[src/rtl/oled_sched_pkg.sv]
// oled_sched_pkg: shared state encoding, task indices and colour constants for the OLED task scheduler
package oled_sched_pkg;

    typedef enum logic [1:0] {
        ST_MENU  = 2'd0,
        ST_BLANK = 2'd1,
        ST_RUN   = 2'd2
    } state_e;

    localparam logic [1:0] TASK_A = 2'd0;
    localparam logic [1:0] TASK_B = 2'd1;
    localparam logic [1:0] TASK_C = 2'd2;
    localparam logic [1:0] TASK_D = 2'd3;

    localparam logic [15:0] BLACK = 16'h0000;

    localparam logic [15:0] MENU_COLOUR [4] = '{16'hF800, 16'h07E0, 16'h001F, 16'hFD60};

endpackage

[src/rtl/oled_task_scheduler_btn_debounce.sv]
// btn_debounce: synchronised rising-edge detector with a per-button lockout window
//   clock   in  system clock
//   reset   in  synchronous active-high reset
//   btn_i   in  raw button level
//   press_o out one-cycle pulse per accepted press
module btn_debounce #(
    parameter int unsigned DEBOUNCE_CYCLES = 10_000_000
) (
    input  logic clock,
    input  logic reset,
    input  logic btn_i,
    output logic press_o
);

    localparam int unsigned CW = (DEBOUNCE_CYCLES > 1) ? $clog2(DEBOUNCE_CYCLES) : 1;

    // sync_q[1:0] is the two-flop synchroniser, sync_q[2] the previous synchronised level
    logic [2:0]    sync_q;
    logic [CW-1:0] cnt_q, cnt_d;

    assign press_o = sync_q[1] & ~sync_q[2] & (cnt_q == '0);

    always_comb begin
        cnt_d = press_o ? CW'(DEBOUNCE_CYCLES - 1) : (cnt_q != '0) ? cnt_q - CW'(1) : cnt_q;
    end

    always_ff @(posedge clock) begin
        if (reset) begin
            sync_q <= '0;
            cnt_q  <= '0;
        end else begin
            sync_q <= {sync_q[1:0], btn_i};
            cnt_q  <= cnt_d;
        end
    end

endmodule

[src/rtl/oled_task_scheduler.sv]
// oled_task_scheduler: arbitrates the OLED between four task blocks with a menu and blank-frame task switches
//   clock, reset                 system clock, synchronous active-high reset
//   btnC/btnU/btnL/btnR/btnD     raw buttons
//   frame_begin                  start-of-frame pulse from the OLED driver
//   pixel_data_A..D              RGB565 from each task block
//   task_running                 one-hot task enables (bit0 = A)
//   btnC_task, btnU_task         gated press pulses to the running task
//   pixel_data                   registered RGB565 to the OLED driver
//   sel_led                      one-hot menu selection
module oled_task_scheduler
    import oled_sched_pkg::*;
#(
    parameter int unsigned DEBOUNCE_CYCLES = 10_000_000,
    parameter int unsigned BLANK_FRAMES    = 2,
    parameter int unsigned NUM_TASKS       = 4
) (
    input  logic                 clock,
    input  logic                 reset,
    input  logic                 btnC,
    input  logic                 btnU,
    input  logic                 btnL,
    input  logic                 btnR,
    input  logic                 btnD,
    input  logic                 frame_begin,
    input  logic [15:0]          pixel_data_A,
    input  logic [15:0]          pixel_data_B,
    input  logic [15:0]          pixel_data_C,
    input  logic [15:0]          pixel_data_D,
    output logic [NUM_TASKS-1:0] task_running,
    output logic                 btnC_task,
    output logic                 btnU_task,
    output logic [15:0]          pixel_data,
    output logic [3:0]           sel_led
);

    logic   press_c, press_u, press_l, press_r, press_d;
    state_e state_q, state_d;
    logic [1:0]  sel_q, sel_d, target_q, target_d;
    logic        ret_menu_q, ret_menu_d;
    logic [3:0]  fcnt_q, fcnt_d;
    logic [15:0] pix_d, task_pix;

    btn_debounce #(.DEBOUNCE_CYCLES(DEBOUNCE_CYCLES)) u_db_c (.clock(clock), .reset(reset), .btn_i(btnC), .press_o(press_c));
    btn_debounce #(.DEBOUNCE_CYCLES(DEBOUNCE_CYCLES)) u_db_u (.clock(clock), .reset(reset), .btn_i(btnU), .press_o(press_u));
    btn_debounce #(.DEBOUNCE_CYCLES(DEBOUNCE_CYCLES)) u_db_l (.clock(clock), .reset(reset), .btn_i(btnL), .press_o(press_l));
    btn_debounce #(.DEBOUNCE_CYCLES(DEBOUNCE_CYCLES)) u_db_r (.clock(clock), .reset(reset), .btn_i(btnR), .press_o(press_r));
    btn_debounce #(.DEBOUNCE_CYCLES(DEBOUNCE_CYCLES)) u_db_d (.clock(clock), .reset(reset), .btn_i(btnD), .press_o(press_d));

    assign sel_led  = 4'b0001 << sel_q;
    assign task_pix = (target_q == TASK_A) ? pixel_data_A :
                      (target_q == TASK_B) ? pixel_data_B :
                      (target_q == TASK_C) ? pixel_data_C : pixel_data_D;

    always_comb begin
        state_d      = state_q;
        sel_d        = sel_q;
        target_d     = target_q;
        ret_menu_d   = ret_menu_q;
        fcnt_d       = fcnt_q;
        task_running = '0;
        btnC_task    = 1'b0;
        btnU_task    = 1'b0;
        pix_d        = BLACK;
        case (state_q)
            ST_MENU: begin
                pix_d = MENU_COLOUR[sel_q];
                // launch takes priority over navigation in the same cycle
                if (press_c) begin
                    target_d   = sel_q;
                    ret_menu_d = 1'b0;
                    fcnt_d     = '0;
                    state_d    = ST_BLANK;
                end else if (press_l & ~press_r) begin
                    sel_d = sel_q - 2'd1;
                end else if (press_r & ~press_l) begin
                    sel_d = sel_q + 2'd1;
                end
            end
            ST_BLANK: begin
                if (frame_begin) begin
                    if (fcnt_q == 4'(BLANK_FRAMES - 1))
                        state_d = ret_menu_q ? ST_MENU : ST_RUN;
                    else
                        fcnt_d = fcnt_q + 4'd1;
                end
            end
            ST_RUN: begin
                task_running = NUM_TASKS'(4'b0001 << target_q);
                pix_d        = task_pix;
                // an exit press suppresses anything forwarded in the same cycle
                btnC_task    = press_c & ~press_d;
                btnU_task    = press_u & ~press_d;
                if (press_d) begin
                    ret_menu_d = 1'b1;
                    fcnt_d     = '0;
                    state_d    = ST_BLANK;
                end
            end
            default: state_d = ST_MENU;
        endcase
    end

    always_ff @(posedge clock) begin
        if (reset) begin
            state_q    <= ST_MENU;
            sel_q      <= '0;
            target_q   <= '0;
            ret_menu_q <= 1'b0;
            fcnt_q     <= '0;
            pixel_data <= '0;
        end else begin
            state_q    <= state_d;
            sel_q      <= sel_d;
            target_q   <= target_d;
            ret_menu_q <= ret_menu_d;
            fcnt_q     <= fcnt_d;
            pixel_data <= pix_d;
        end
    end

endmodule
[config.mk]
export PLATFORM = sky130hd
export DESIGN_NAME = oled_task_scheduler
export DESIGN_NICKNAME = d
export VERILOG_FILES = /design/src/rtl/oled_sched_pkg.sv /design/src/rtl/oled_task_scheduler_btn_debounce.sv /design/src/rtl/oled_task_scheduler.sv
export SDC_FILE = /design/constraint.sdc
export NUM_CORES = 1
export LEC_CHECK = 0
export BUFFER_PORTS_ARGS = -buffer_cell sky130_fd_sc_hd__buf_2
export CELL_PAD_IN_SITES_DETAIL_PLACEMENT = 2
export CELL_PAD_IN_SITES_GLOBAL_PLACEMENT = 2
export CORE_MARGIN = 2
export CORE_UTILIZATION = 37
export CTS_BUF_LIST = sky130_fd_sc_hd__clkbuf_16
export DETAILED_ROUTE_END_ITERATION = 16
export GPL_TIMING_DRIVEN = 0
export HOLD_SLACK_MARGIN = 0.15
export PLACE_DENSITY_LB_ADDON = 0.1
export SYNTH_ARGS = -nofsm -noshare
export SYNTH_HDL_FRONTEND = slang
export SYNTH_HIERARCHICAL = 1
export SYNTH_SLANG_ARGS = --single-unit
[constraint.sdc]
create_clock -name clock -period 3.1 [get_ports clock]
set_input_delay 0.62 -clock clock [delete_from_list [all_inputs] [get_ports clock]]
set_output_delay 0.62 -clock clock [all_outputs]
set_load 0.05 [all_outputs]
After elaboration in Yosys (flattened, before gate mapping)
Index checks and enable logic that the tools add are counted.
W data, S select, Z words.
{ "op_classes": {"muxes": 36, "bitwise": 24, "n_eq_ne": 10, "n_lt_le_gt_ge": 1, "multipliers": 0, "add_sub_neg": 8, "div": 0, "shifts": 2, "n_reduce_logical": 30} }
{ "op_table": {"columns": ["cell", "count"], "rows": [
  ["$mux W24", 10],
  ["$logic_not A24 Y1", 5],
  ["$reduce_bool A24 Y1", 5],
  ["$sub A24 B1 Y24 const B", 5],
  ["$mux W16", 5],
  ["$bmux W16 S2", 1],
  ["$pmux W16 S2", 1],
  ["$mux W4", 5],
  ["$and A1 B1 Y1", 14],
  ["$mux W2", 7],
  ["$reduce_bool A2 Y1", 7],
  ["$pmux W4 S3", 1],
  ["$ne A2 B2 Y1 const B", 5],
  ["$reduce_or A2 Y1", 5],
  ["$not A1 Y1", 9],
  ["$shl A1 B2 Y4 const A", 2],
  ["$pmux W2 S3", 1],
  ["$reduce_and A3 Y1", 2],
  ["$reduce_and A5 Y1", 1],
  ["$add A4 B1 Y4 const B", 1],
  ["$eq A2 B1 Y1 const B", 2],
  ["$eq A2 B2 Y1 const B", 2],
  ["$eq A4 B1 Y1 const B", 1],
  ["$logic_not A2 Y1", 2],
  ["9 further kinds", 12]
]} }
{ "totals": {"register_bits": 162, "inputBits": 72, "output_inout_bits": 26, "mem_count": 0, "latchBits": 0, "ram_bits": 0, "romBits": 0} }

Longest topological paths before layout
{ "logic_depth": {"ltp_word": 7, "ltp_mapped": 12, "depth_no_buf": 11} }

By module
The synthesis kept the hierarchy.
{ "modules_own_cells": {"columns": ["mod", "cells_per_inst", "area_each_um2", "n_inst"], "rows": [
  ["btn_debounce (u_db_c ...)", 156, 1413.9, 4],
  ["oled_task_scheduler", 160, 1591.5, 1],
  ["btn_debounce (u_db_u)", 154, 1357.6, 1]
]} }

Worst setup path before layout
Ideal clock, no wire load.
{ "synth_timing": {"path_type": "register to output", "start": "register u_db_u.cnt_q[0]", "end": "output port btnU_task", "t_required_ns": 2.480, "path_stages_with_launch": 9, "path_slack_ns": 0.500, "t_arrival_ns": 1.980, "cell_sequence": "dfxtp_1 inv_1 ha_1 nor4b_1 nand4_2 nor2_1 nand2_1 inv_1 and2_1"} }
{ "synth_between": {"elab_chain_len": 4} }
{ "synth_lines": {"columns": ["element", "line", "rtl"], "rows": [
  ["from (decl)", "oled_task_scheduler_btn_debounce.sv:19", "logic [CW-1:0] cnt_q, cnt_d;"],
  ["from (signal assigned)", "oled_task_scheduler_btn_debounce.sv:33", "cnt_q <= cnt_d;"],
  ["$logic_not A24 Y1", "oled_task_scheduler_btn_debounce.sv:21", "assign press_o = sync_q[1] & ~sync_q[2] & (cnt_q == '0);"],
  ["$and A1 B1 Y1", "oled_task_scheduler_btn_debounce.sv:21", null],
  ["named net press_u", "oled_task_scheduler.sv:36", "logic press_c, press_u, press_l, press_r, press_d;"],
  ["$and A1 B1 Y1", "oled_task_scheduler.sv:92", "btnU_task = press_u & ~press_d;"],
  ["$mux W1", "oled_task_scheduler.sv:64", "case (state_q)"],
  ["to (decl)", "oled_task_scheduler.sv:31", "output logic btnU_task,"]
]} }
The timed path passes the listed nets, and every way through them passes these cells.

Final worst setup path
{ "layout_timing": {"start": "register u_db_d.cnt_q[0]", "end": "output port btnC_task"} }
{ "layout_between": {"elab_chain_len": 5} }
{ "layout_lines": {"columns": ["element", "line", "rtl"], "rows": [
  ["from (decl)", "oled_task_scheduler_btn_debounce.sv:19", null],
  ["from (signal assigned)", "oled_task_scheduler_btn_debounce.sv:33", null],
  ["$logic_not A24 Y1", "oled_task_scheduler_btn_debounce.sv:21", null],
  ["$and A1 B1 Y1", "oled_task_scheduler_btn_debounce.sv:21", null],
  ["named net press_d", "oled_task_scheduler.sv:36", null],
  ["$not A1 Y1", "oled_task_scheduler.sv:91", "btnC_task = press_c & ~press_d;"],
  ["$and A1 B1 Y1", "oled_task_scheduler.sv:91", null],
  ["$mux W1", "oled_task_scheduler.sv:64", null],
  ["to (decl)", "oled_task_scheduler.sv:30", "output logic btnC_task,"]
]} }
The timed path passes the listed nets, and every way through them passes these cells.

==> results.md <==
| Result | Reported | Unit |
| --- | --- | --- |
| Result of the run | finished clean | - |
| Area growth from synthesis to layout | 17.75 | % |
| Shortest clock period the worst path allows after layout | 2.957 | ns |
| Clock buffer count from CTS | 17 | - |
| Share of cells above drive strength 1 | 0.2107 | - |
| Number of enable-type register cells in the synthesized netlist | 0 | - |
| Number of global-route vias before repair | 8,523 | - |
| Count of warnings emitted by yosys | 6 | - |
| Main flop type after synthesis | sky130_fd_sc_hd__dfxtp_1 | - |
| Worst-path cell chain | inv_1 > ha_1 > nor4b_4 > and4_4 > and2_1 > buf_6 > nor2_2 > and2_1 > buf_4 | - |
| Avg Vias per Cell | 5.765 | - |
| Number of core rows | 55 | - |
| Post-detailed-placement cell area | 0.009447 | sq mm |
| Share of synthesized registers carrying an async set or reset | 0 | - |
| Critical path's most frequent cell | sky130_fd_sc_hd__and2_1 | - |
| Number of H-tree branching levels | 4 | - |
| Least-Margin Pin Slew | 0.6349 | ns |
| Nets | 1,146 | - |
| Worst-case reg-to-reg path depth | 12 | - |
| Class of the tightest hold or removal check | in2reg | - |
| Post-route ant nets | 0 | - |
| Endpoint of the worst register-to-register path | sel_q[1] | - |
| Unrepaired setup endpoints after global routing | false | - |
| Vias after detailed routing | 7,800 | - |
| Count of buffer and inverter cells on the critical path | 3 | - |
| Boundary pin count | 98 | - |
| Non-Filler Cell Area, Final | 0.01013 | sq mm |
| Final-layout setup total negative slack | 0 | ns |
| CTS clock-pin slew for the worst setup and hold paths | 0.07 | ns |
| Max-Slew Margin vs Limit | 0.5729 | - |
| First-pass GRT wire length | 44,690 | um |
| Worst reg-to-reg setup slack | 0.38 | ns |
| WHS Path Cells | 2 | - |
| Gate family responsible for the most delay along the worst path | simple AND/OR/NAND/NOR gates | - |
| Net count of the mapped netlist | 1,027 | - |
| Sequential element share of the synthesized area | 0.3769 | - |
| Clock skew | 0.01078 | ns |
| Wire per inst | 19.61 | um |
| Die Footprint | 0.02449 | sq mm |
| Fill cell total of the finished layout | 2,537 | - |
| Distinct cells, synth | 64 | - |
| GRT Util Overall | 0.2285 | - |
| Pin count of the biggest net entering global routing | 17 | - |
| Cell accounting for the most synthesized area | sky130_fd_sc_hd__dfxtp_1 | - |
| Synthesized area per cell | 9.173 | sq um |
| Worst Setup Path Type | reg2out | - |
| Biggest area contributors in the synthesized netlist | sky130_fd_sc_hd__dfxtp_1 (38%), sky130_fd_sc_hd__a211oi_1 (5.3%), sky130_fd_sc_hd__nor2_1 (5.1%) | - |
| P_leak | 0.003869 | uW |
| Antenna violations before repair | 0 | - |
| Multi-input gate area in the final layout | 0.005127 | sq mm |
| Area of the core | 0.02271 | sq mm |
| Storage cell area | 0.003244 | sq mm |
| CTS Root Cell | sky130_fd_sc_hd__clkbuf_16 | - |
| Count of input and output buffers | 97 | - |
| Synth Cell Area | 0.008605 | sq mm |
| Most common library cells after synthesis | sky130_fd_sc_hd__dfxtp_1 (162), sky130_fd_sc_hd__nor2_1 (116), sky130_fd_sc_hd__nor3_1 (66) | - |
| Total Routed Length | 26,540 | um |
| Endpoints failing setup | 0 | - |
| Number of violations reported at the end of detailed-routing iteration 0 | 302 | - |
| Hold-fix buffers, CTS | 0 | - |
| Largest stage delay on the critical path | 0.35 | ns |
| Max Cap Violations | 0 | - |
| Die Width | 156.5 | um |
| TritonCTS clock tree | done | - |
| Period utilization | 0.9539 | - |
| Cell with the most instances after synthesis | sky130_fd_sc_hd__dfxtp_1 | - |
| DR DRC count | 0 | - |
| CP required | 2.48 | ns |
| Number of sinks handled by clock tree synthesis | 162 | - |
| Max FO, Critical Path | 14 | - |
| Clock latency on the worst-skew pair | 0.43 | ns |
| DPL Wire Length | 19,130 | um |
| Flip-flop and latch count after synthesis | 162 | - |
| Origin of the worst min-delay path | btnU | - |
| Overall overflow remaining after global route | 0 | - |
| Worst endpoint data arrival time | 2.34 | ns |
| Critical Path Slowest Stage Cell | sky130_fd_sc_hd__dfxtp_2 | - |
| Die height | 156.5 | um |
| Timing-limited maximum frequency | 338.2 | MHz |
| Max clock buf depth | 2 | - |
| Top cell type's share of synthesized area | 0.3769 | - |
| Capture endpoint of the worst hold path | u_db_u/sync_q[0] | - |
| DR pass1 iterations | 4 | - |
| Kind of start point of the critical path | flip-flop | - |
| Initial core utilization | 0.3789 | - |
| Final Hold Violating Endpoints | 0 | - |
| Origin of the critical flop-to-flop path | u_db_r/cnt_q[0] | - |
| Largest voltage drop on the vdd net | 0.0004966 | V |
| Antenna cell count | 0 | - |
| Final weighted congestion of routability-driven global placement | 0.7979 | - |
| Element type at the critical path end | output port | - |
| Post-Synthesis Cells | 938 | - |
| Final cell utilization of the core | 0.4462 | - |
| Pins over their slew limit | 0 | - |
| Power per cell area | 1278 | mW/mm^2 |
[where the power goes]
| part | internal [uW] | switching [uW] | leakage (uW) |
|---|---|---|---|
| registers | 2820 | 1020 | 0.00133 |
| clock network | 1330 | 881 | 0.000287 |
| logic | 2620 | 4280 | 0.00226 |
| total | 6770 | 6180 | 0.00387 |
[cell families after synthesis]
logic type      synth area share
compound gates            0.1754
mux                      0.04653
flops                     0.3769
fa+ha+maj                0.02472
xor+xnor                 0.03970
simple gates              0.3041
buf+inv                  0.03272
[how the worst max path moves through the flow]
stage	slack, ns	to	depth (start not counted)	from
6_report	0.14	btnC_task	9	u_db_d/cnt_q[0]
5_1_grt	0.02	btnC_task	9	u_db_d/cnt_q[0]
4_1_cts	0.004	btnC_task	8	u_db_c/cnt_q[0]
3_5_place_dp	-0.04	btnU_task	9	u_db_u/cnt_q[0]
3_3_place_gp	0.06	btnU_task	9	u_db_u/cnt_q[0]
2_1_floorplan	0.50	btnU_task	8	u_db_u/cnt_q[0]
[metal layers]
layer  GRT usage  part of all wire  up-vias
met3     0.02991             0.019       27
met1      0.2763              0.44     3922
met5           0                 0        -
met4     0.05854             0.013        0
li1            -                 -     3784
met2      0.4254              0.53       67
[stage by stage]
stage	hold WS, ns	total power, uW	setup WS [ns]	cells
floorplan	0.4138	8765	0.4996	938
global placement	0.4255	10230	0.05764	1320
detailed placement	0.4299	10520	-0.03512	1320
CTS	0.3920	13000	0.004035	1352
global route	0.4067	14060	0.01858	1353
finish	0.4092	12950	0.1430	1353
[timing repair]
action                                 in CTS  in global routing
cloned                                      0                  0
setup buffers                               2                  1
resized for setup                           9                  8
endpoints found under the hold margin       0                  0
pin swaps                                   2                  1
setup endpoints to repair                   2                  2
[layout make-up]
cell class | instances | share of cell area
Buffer | 41 | 0.01902
Timing Repair Buffer | 100 | 0.05063
Inverter | 27 | 0.01000
Clock inverter | 13 | 0.01692
Sequential cell | 162 | 0.3202
Clock buffer | 17 | 0.04199
Multi-Input combinational cell | 708 | 0.5061
Tap cell | 285 | 0.03519
[registers in the layout (all words and copies together), names as in the netlist]
register	count
u_db_u/cnt_q	24
state_q	2
u_db_r/sync_q	3
sel_q	2
fcnt_q	4
pixel_data	16
u_db_c/sync_q	3
u_db_c/cnt_q	24
ret_menu_q	1
target_q	2
u_db_r/cnt_q	24
u_db_l/sync_q	3
u_db_d/sync_q	3
u_db_l/cnt_q	24
u_db_d/cnt_q	24
u_db_u/sync_q	3
[layout by cell type, fill, tap and decap left out, types with 10 or more instances in the layout]
master / Yosys / final
sky130_fd_sc_hd__a211oi_1: 61 / 61
sky130_fd_sc_hd__a21oi_1: 41 / 41
sky130_fd_sc_hd__a311oi_1: 21 / 21
sky130_fd_sc_hd__and2_1: 13 / 13
sky130_fd_sc_hd__buf_2: 11 / 104
sky130_fd_sc_hd__clkbuf_1: 24 / 24
sky130_fd_sc_hd__clkbuf_16: 0 / 17
sky130_fd_sc_hd__dfxtp_1: 162 / 161
sky130_fd_sc_hd__ha_1: 17 / 17
sky130_fd_sc_hd__inv_1: 27 / 29
sky130_fd_sc_hd__mux4_2: 16 / 16
sky130_fd_sc_hd__nand2_1: 46 / 46
sky130_fd_sc_hd__nand3_1: 10 / 10
sky130_fd_sc_hd__nand4_1: 24 / 24
sky130_fd_sc_hd__nor2_1: 116 / 114
sky130_fd_sc_hd__nor2b_1: 20 / 20
sky130_fd_sc_hd__nor3_1: 66 / 65
sky130_fd_sc_hd__nor4_1: 13 / 13
sky130_fd_sc_hd__nor4_4: 13 / 13
sky130_fd_sc_hd__o211ai_1: 22 / 22
sky130_fd_sc_hd__o21a_1: 11 / 11
sky130_fd_sc_hd__or3_1: 16 / 16
sky130_fd_sc_hd__or4_1: 12 / 12
sky130_fd_sc_hd__xor2_1: 33 / 33
(Power assumes the default switching activity.)
